<file path="config.mk">
export PLATFORM = sky130hd
export DESIGN_NAME = c1_reduce_arbiter
export DESIGN_NICKNAME = d
export VERILOG_FILES = /design/src/rtl/c1_reduce_arbiter_pkg.sv /design/src/rtl/c1_reduce_arbiter_rr_pick.sv /design/src/rtl/c1_reduce_arbiter.sv
export SDC_FILE = /design/constraint.sdc
export NUM_CORES = 1
export LEC_CHECK = 0
export CAP_MARGIN = 25
export CORE_MARGIN = 8
export CORE_UTILIZATION = 25
export DETAILED_ROUTE_END_ITERATION = 16
export DONT_BUFFER_PORTS = 1
export SLEW_MARGIN = 20
export SYNTH_ARGS = -nofsm -noshare
export SYNTH_HDL_FRONTEND = slang
export SYNTH_HIERARCHICAL = 1
export SYNTH_SLANG_ARGS = --single-unit
</file>
<file path="constraint.sdc">
create_clock -name clk -period 7.75 [get_ports clk]
set_input_delay 1.1625 -clock clk [delete_from_list [all_inputs] [get_ports clk]]
set_output_delay 1.1625 -clock clk [all_outputs]
set_load 0.01 [all_outputs]
</file>
<file path="src/rtl/c1_reduce_arbiter_pkg.sv">
// Shared definitions for the C1 reduction-unit arbiter: FSM state encodings and default sizing.
package c1_reduce_arbiter_pkg;

  typedef enum logic [1:0] {
    IDLE    = 2'b00,
    GRANT   = 2'b01,
    WAIT    = 2'b10,
    RELEASE = 2'b11
  } arb_state_t;

  localparam int DEF_NREQ    = 4;
  localparam int DEF_IDW     = 2;
  localparam int DEF_TIMEOUT = 15;

endpackage

</file>
<file path="src/rtl/c1_reduce_arbiter_rr_pick.sv">
// Combinational rotate-priority picker: first set request strictly after pointer, wrapping modulo NREQ.
module rr_pick
  import c1_reduce_arbiter_pkg::*;
#(
  parameter int NREQ = DEF_NREQ,
  parameter int IDW  = DEF_IDW
) (
  input  logic [NREQ-1:0] req,
  input  logic [IDW-1:0]  pointer,
  output logic [NREQ-1:0] onehot,
  output logic [IDW-1:0]  idx,
  output logic            any
);

  always_comb begin
    int             cand;
    logic [IDW-1:0] cand_idx;
    onehot   = '0;
    idx      = '0;
    any      = 1'b0;
    cand     = 0;
    cand_idx = '0;
    // Scanning offsets 1..NREQ puts the last-served requester at lowest priority.
    for (int i = 1; i <= NREQ; i++) begin
      cand = int'(pointer) + i;
      if (cand >= NREQ) cand = cand - NREQ;
      cand_idx = IDW'(cand);
      if (!any && req[cand_idx]) begin
        any              = 1'b1;
        onehot[cand_idx] = 1'b1;
        idx              = cand_idx;
      end
    end
  end

endmodule

</file>
<file path="src/rtl/c1_reduce_arbiter.sv">
// Round-robin sequencer sharing one multi-cycle C1 reduction unit among NREQ requesters.
// Optional WAIT watchdog abort is enabled by defining C1_ARB_TIMEOUT_EN.
module c1_reduce_arbiter
  import c1_reduce_arbiter_pkg::*;
#(
  parameter int NREQ    = DEF_NREQ,
  parameter int IDW     = DEF_IDW,
  parameter int TIMEOUT = DEF_TIMEOUT
) (
  input  logic            clk,
  input  logic            rst_n,
  input  logic [NREQ-1:0] req,
  output logic [NREQ-1:0] gnt,
  output logic [IDW-1:0]  gnt_id,
  output logic            unit_start,
  input  logic            unit_done,
  output logic            op_done,
  output logic            busy,
  output logic            err
);

  arb_state_t      state_reg, state_next;
  logic [NREQ-1:0] gnt_reg;
  logic [IDW-1:0]  gnt_id_reg;
  logic [IDW-1:0]  pointer_reg;
  logic [NREQ-1:0] pick_onehot;
  logic [IDW-1:0]  pick_idx;
  logic            pick_any;
  logic            timeout_hit;
  logic            aborted;

  rr_pick #(
    .NREQ(NREQ),
    .IDW (IDW)
  ) u_pick (
    .req    (req),
    .pointer(pointer_reg),
    .onehot (pick_onehot),
    .idx    (pick_idx),
    .any    (pick_any)
  );

`ifdef C1_ARB_TIMEOUT_EN
  localparam int WDW = (IDW + 2 < 4) ? 4 : IDW + 2;

  logic [WDW-1:0] wd_reg;
  logic           abort_reg;

  always_ff @(posedge clk or negedge rst_n) begin
    if (!rst_n) begin
      wd_reg    <= '0;
      abort_reg <= 1'b0;
    end else begin
      if (state_reg == GRANT)
        wd_reg <= '0;
      else if (state_reg == WAIT)
        wd_reg <= wd_reg + 1'b1;
      abort_reg <= timeout_hit;
    end
  end

  // A unit_done landing on the timeout cycle counts as a normal completion.
  assign timeout_hit = (state_reg == WAIT) && !unit_done && (wd_reg == WDW'(TIMEOUT - 1));
  assign aborted     = abort_reg;
`else
  logic unused_timeout;
  assign unused_timeout = ^TIMEOUT;
  assign timeout_hit    = 1'b0;
  assign aborted        = 1'b0;
`endif

  always_comb begin
    state_next = state_reg;
    unit_start = 1'b0;
    op_done    = 1'b0;
    busy       = 1'b1;
    err        = timeout_hit;
    case (state_reg)
      IDLE: begin
        busy = 1'b0;
        if (pick_any) state_next = GRANT;
      end
      GRANT: begin
        unit_start = 1'b1;
        state_next = WAIT;
      end
      WAIT: begin
        if (unit_done || timeout_hit) state_next = RELEASE;
      end
      RELEASE: begin
        op_done    = !aborted;
        state_next = IDLE;
      end
      default: state_next = IDLE;
    endcase
  end

  always_ff @(posedge clk or negedge rst_n) begin
    if (!rst_n) begin
      state_reg   <= IDLE;
      gnt_reg     <= '0;
      gnt_id_reg  <= '0;
      pointer_reg <= IDW'(NREQ - 1);
    end else begin
      state_reg <= state_next;
      case (state_reg)
        IDLE: begin
          if (pick_any) begin
            gnt_reg    <= pick_onehot;
            gnt_id_reg <= pick_idx;
          end
        end
        WAIT: begin
          if (state_next == RELEASE) gnt_reg <= '0;
        end
        RELEASE: pointer_reg <= gnt_id_reg;
        default: ;
      endcase
    end
  end

  assign gnt    = gnt_reg;
  assign gnt_id = gnt_id_reg;

endmodule

</file>
==> results.md <==
- TritonCTS clock tree: yes
- Clock insertion delay at the later pin of the skew report: 230 ps
- Minimum clock period: 3010 ps
- Area enclosed by the die boundary: 7040 um^2
- Layout Cells excl Fill: 175
- Fin nets: 144
- Setup violation total in the final timing report: 0
- Max-cap check violation count: 0
- Fraction of met2 tracks used by global routing: 10.8%
- Critical path's most frequent cell: sky130_fd_sc_hd__inv_1
- Worst hold path class: reg2reg
- Largest vdd supply drop: 173 uV
- Clk buf depth: 2
- Die Wd: 83.9 um
- RSZ-0062 raised after global routing: false
- Sum of negative setup slack: 0 ps
- Layout cells sized above 1: 13.8%
- Number of vias per cell: 5.49
- Register bit total from synthesis: 10
- Post-synthesis instance total: 128
- Cell Area, Synth: 1150 um^2
- Final clock skew: 6.98 ps
- Number of cell rows: 24
- GP Congestion: 0.842
- H-tree level count: 1
- Layer with the highest usage after global routing: met2
- Required time of the critical path: 7870 ps
- DR vias: 961
- GR Overflow Total: 0
- Root Driver: sky130_fd_sc_hd__clkbuf_8
- Fmax achieved: 0.333 GHz
- Distinct cell type count of the synthesized netlist: 39
- Number of buffers added by the clock tree synthesis step: 3
- Number of nets with antenna violations after routing: 0
- Portion of the post-synthesis area used by sequential elements: 21.9%
- Vertical die dimension: 83.9 um
- Number of diodes added for antenna fixing: 0
- PostCTS Resize Cnt: 0
- Setup Buffers After CTS: 0
- Final period util: 38.8%
- Result of the run: complete, no violations
- Number of global-route vias before repair: 862
- Top delay family on crit path: compound AO/OA/AOI/OAI gates
- Max-slew violation count: 0
- Routed WL: 2520 um
- Core outline area: 4380 um^2
- Leading cell type in the layout, fill and taps excluded: sky130_fd_sc_hd__ha_1
- Setup slack, reg-to-reg: 4740 ps
- Clock edge transition at the registers on the reported setup and hold paths: 50 ps
- Most frequent cells in the layout: sky130_fd_sc_hd__ha_1, sky130_fd_sc_hd__inv_1, sky130_fd_sc_hd__a21oi_1, sky130_fd_sc_hd__nand2_1, sky130_fd_sc_hd__dfrtp_1
- Critical path fanouts, max: 21
- DP Wirelength: 1990 um
- Cell at the slowest stage of the critical path: sky130_fd_sc_hd__dfstp_2
- Worst path arrival time: 3120 ps
- Flip-flop count of the largest register, all copies and words added: 4
- YS warnings: 6
- Placed Instances: 171
- Power density of the placed cells: 395 nW/um^2
- Number of clock sinks: 10
- Kind of critical path: reg2reg
- Total buffers and inverters traversed by the critical path: 2
- Mean post-synth cell area: 9.00 um^2
- DR WL/cell: 14.4 um
- Leakage: 0.000502 uW
- Total design power: 477 uW
- Met1 usage: 9.20%
- Post-synth net total: 148
- Area delta synth->final: 4.67%
- Initial core utilization: 26.3%
- Largest net degree at the start of global routing: 22
- Kind of start point of the critical path: flop
- Met3 usage in global routing: 2.83%
- # DRC: 0
- First-pass iteration count of the detailed router: 4
- Fin util: 27.5%
- Delay of the slowest cell on the worst path: 770 ps
- Drt initial violations: 55
- Measured slew at the worst slew-check pin: 507 ps
- Fin. Hold Viols: 0
- Number of buffers added on ports: 0
- Worst max-slew margin expressed relative to the limit: 65.3%
- Global-route wire length before repair: 4330 um
- GRT Util Overall: 7.21%
- Endpoint class of the critical path: flop
- Cell breakdown of the critical path: inv_1 -> ha_1 -> inv_1 -> a31oi_1 -> o31ai_1 -> a2111o_1 -> and3_2 -> a21oi_1 -> o2bb2ai_1
- Ports placed on the boundary: 17
- Antenna violations before repair: 0
- CTS Hold Buffers Added: 0
-- synthesized netlist by cell type --
library cell	instances	area, um^2
sky130_fd_sc_hd__mux2_1	2	22.5
sky130_fd_sc_hd__nand3_1	1	5.00
sky130_fd_sc_hd__o21ai_0	2	10.0
sky130_fd_sc_hd__nand2b_1	4	25.0
sky130_fd_sc_hd__dfrtp_1	8	200
sky130_fd_sc_hd__nor3b_1	1	7.51
sky130_fd_sc_hd__a31oi_1	5	31.3
sky130_fd_sc_hd__dfstp_2	2	52.6
sky130_fd_sc_hd__buf_2	3	15.0
sky130_fd_sc_hd__nand3b_1	1	7.51
sky130_fd_sc_hd__o311ai_0	1	8.76
sky130_fd_sc_hd__a21oi_1	8	40.0
sky130_fd_sc_hd__a2111o_1	4	45.0
sky130_fd_sc_hd__o2bb2ai_1	4	35.0
sky130_fd_sc_hd__o221ai_2	1	15.0
sky130_fd_sc_hd__buf_4	1	7.51
sky130_fd_sc_hd__a211oi_1	3	22.5
sky130_fd_sc_hd__o31ai_1	4	30.0
sky130_fd_sc_hd__ha_1	13	163
sky130_fd_sc_hd__o221ai_1	1	8.76
sky130_fd_sc_hd__inv_1	11	41.3
sky130_fd_sc_hd__mux2i_1	3	30.0
sky130_fd_sc_hd__a311o_1	1	10.0
sky130_fd_sc_hd__nand2_1	8	30.0
sky130_fd_sc_hd__o22a_1	1	8.76
sky130_fd_sc_hd__mux2_4	1	15.0
sky130_fd_sc_hd__mux2_2	3	33.8
sky130_fd_sc_hd__conb_1	1	3.75
sky130_fd_sc_hd__and3_2	4	30.0
sky130_fd_sc_hd__o211a_1	1	10.0
sky130_fd_sc_hd__or3_1	4	25.0
sky130_fd_sc_hd__nor2_1	5	18.8
sky130_fd_sc_hd__clkbuf_1	3	11.3
sky130_fd_sc_hd__a221oi_1	1	8.76
sky130_fd_sc_hd__mux4_2	2	45.0
sky130_fd_sc_hd__buf_6	2	22.5
sky130_fd_sc_hd__nor4bb_1	1	10.0
sky130_fd_sc_hd__or3b_2	1	8.76
sky130_fd_sc_hd__nand4_1	6	37.5
-- final cells by class --
class                      count  area (um^2)
tap                           52         65.1
clock buffer                   4         45.0
sequential                    10          253
multi-input combinational     98          802
fill                         469         3180
inverter                      11         41.3
-- power breakdown --
group | leakage (uW) | switching (uW) | total, uW | internal [uW]
sequential | 0.000123 | 45.1 | 125 | 79.5
clock | 0.0000228 | 19.7 | 55.7 | 36.0
combinational | 0.000357 | 165 | 297 | 132
total | 0.000502 | 230 | 477 | 247
-- worst register-to-register path: cells and delay by family (launching register included) --
kind                       cells  cell delay (ps)
AOI/OAI and AO/OA              5             1010
and+or+nand+nor                1              210
adders and majority gates      1              520
buffers and inverters          2              380
DFF                            1              770
-- final timing paths --
kind / startpoint / end / cells past startpoint
max: pointer_reg[0] / gnt[3] / 9
min: state_reg[0] / state_reg[0] / 1
max reg2reg: pointer_reg[0] / gnt[3] / 9
min reg2reg: state_reg[0] / state_reg[0] / 1
max in group asynchronous: rst_n / pointer_reg[1] / 0
min in group asynchronous: rst_n / gnt[3] / 0
-- through the flow --
stage                     hold slack [ps]  worst slack, ps  area, um^2
after floorplan                       529             4790        1150
after global placement                578             4850        1160
after detailed placement              565             4760        1160
after CTS                             576             4760        1210
after global routing                  604             4530        1210
final                                 569             4740        1210
-- logic make-up after synthesis --
kind of cell / synth area share [%]
AO/OA/AOI/OAI: 24.6
adder cells (fa/ha/maj): 14.1
buffers and inverters: 8.47
flip-flops: 21.9
multiplexers: 12.7
other: 0.325
AND/OR/NAND/NOR: 17.8
-- per-layer routing --
metal / vias to the layer above / share of wire (%)
met1: 450 / 46
met4: 0 / 1.4
met5: - / 0
met2: 29 / 45
li1: 476 / -
met3: 6 / 7.5
No activity file was read; power rests on OpenSTA's default activity.
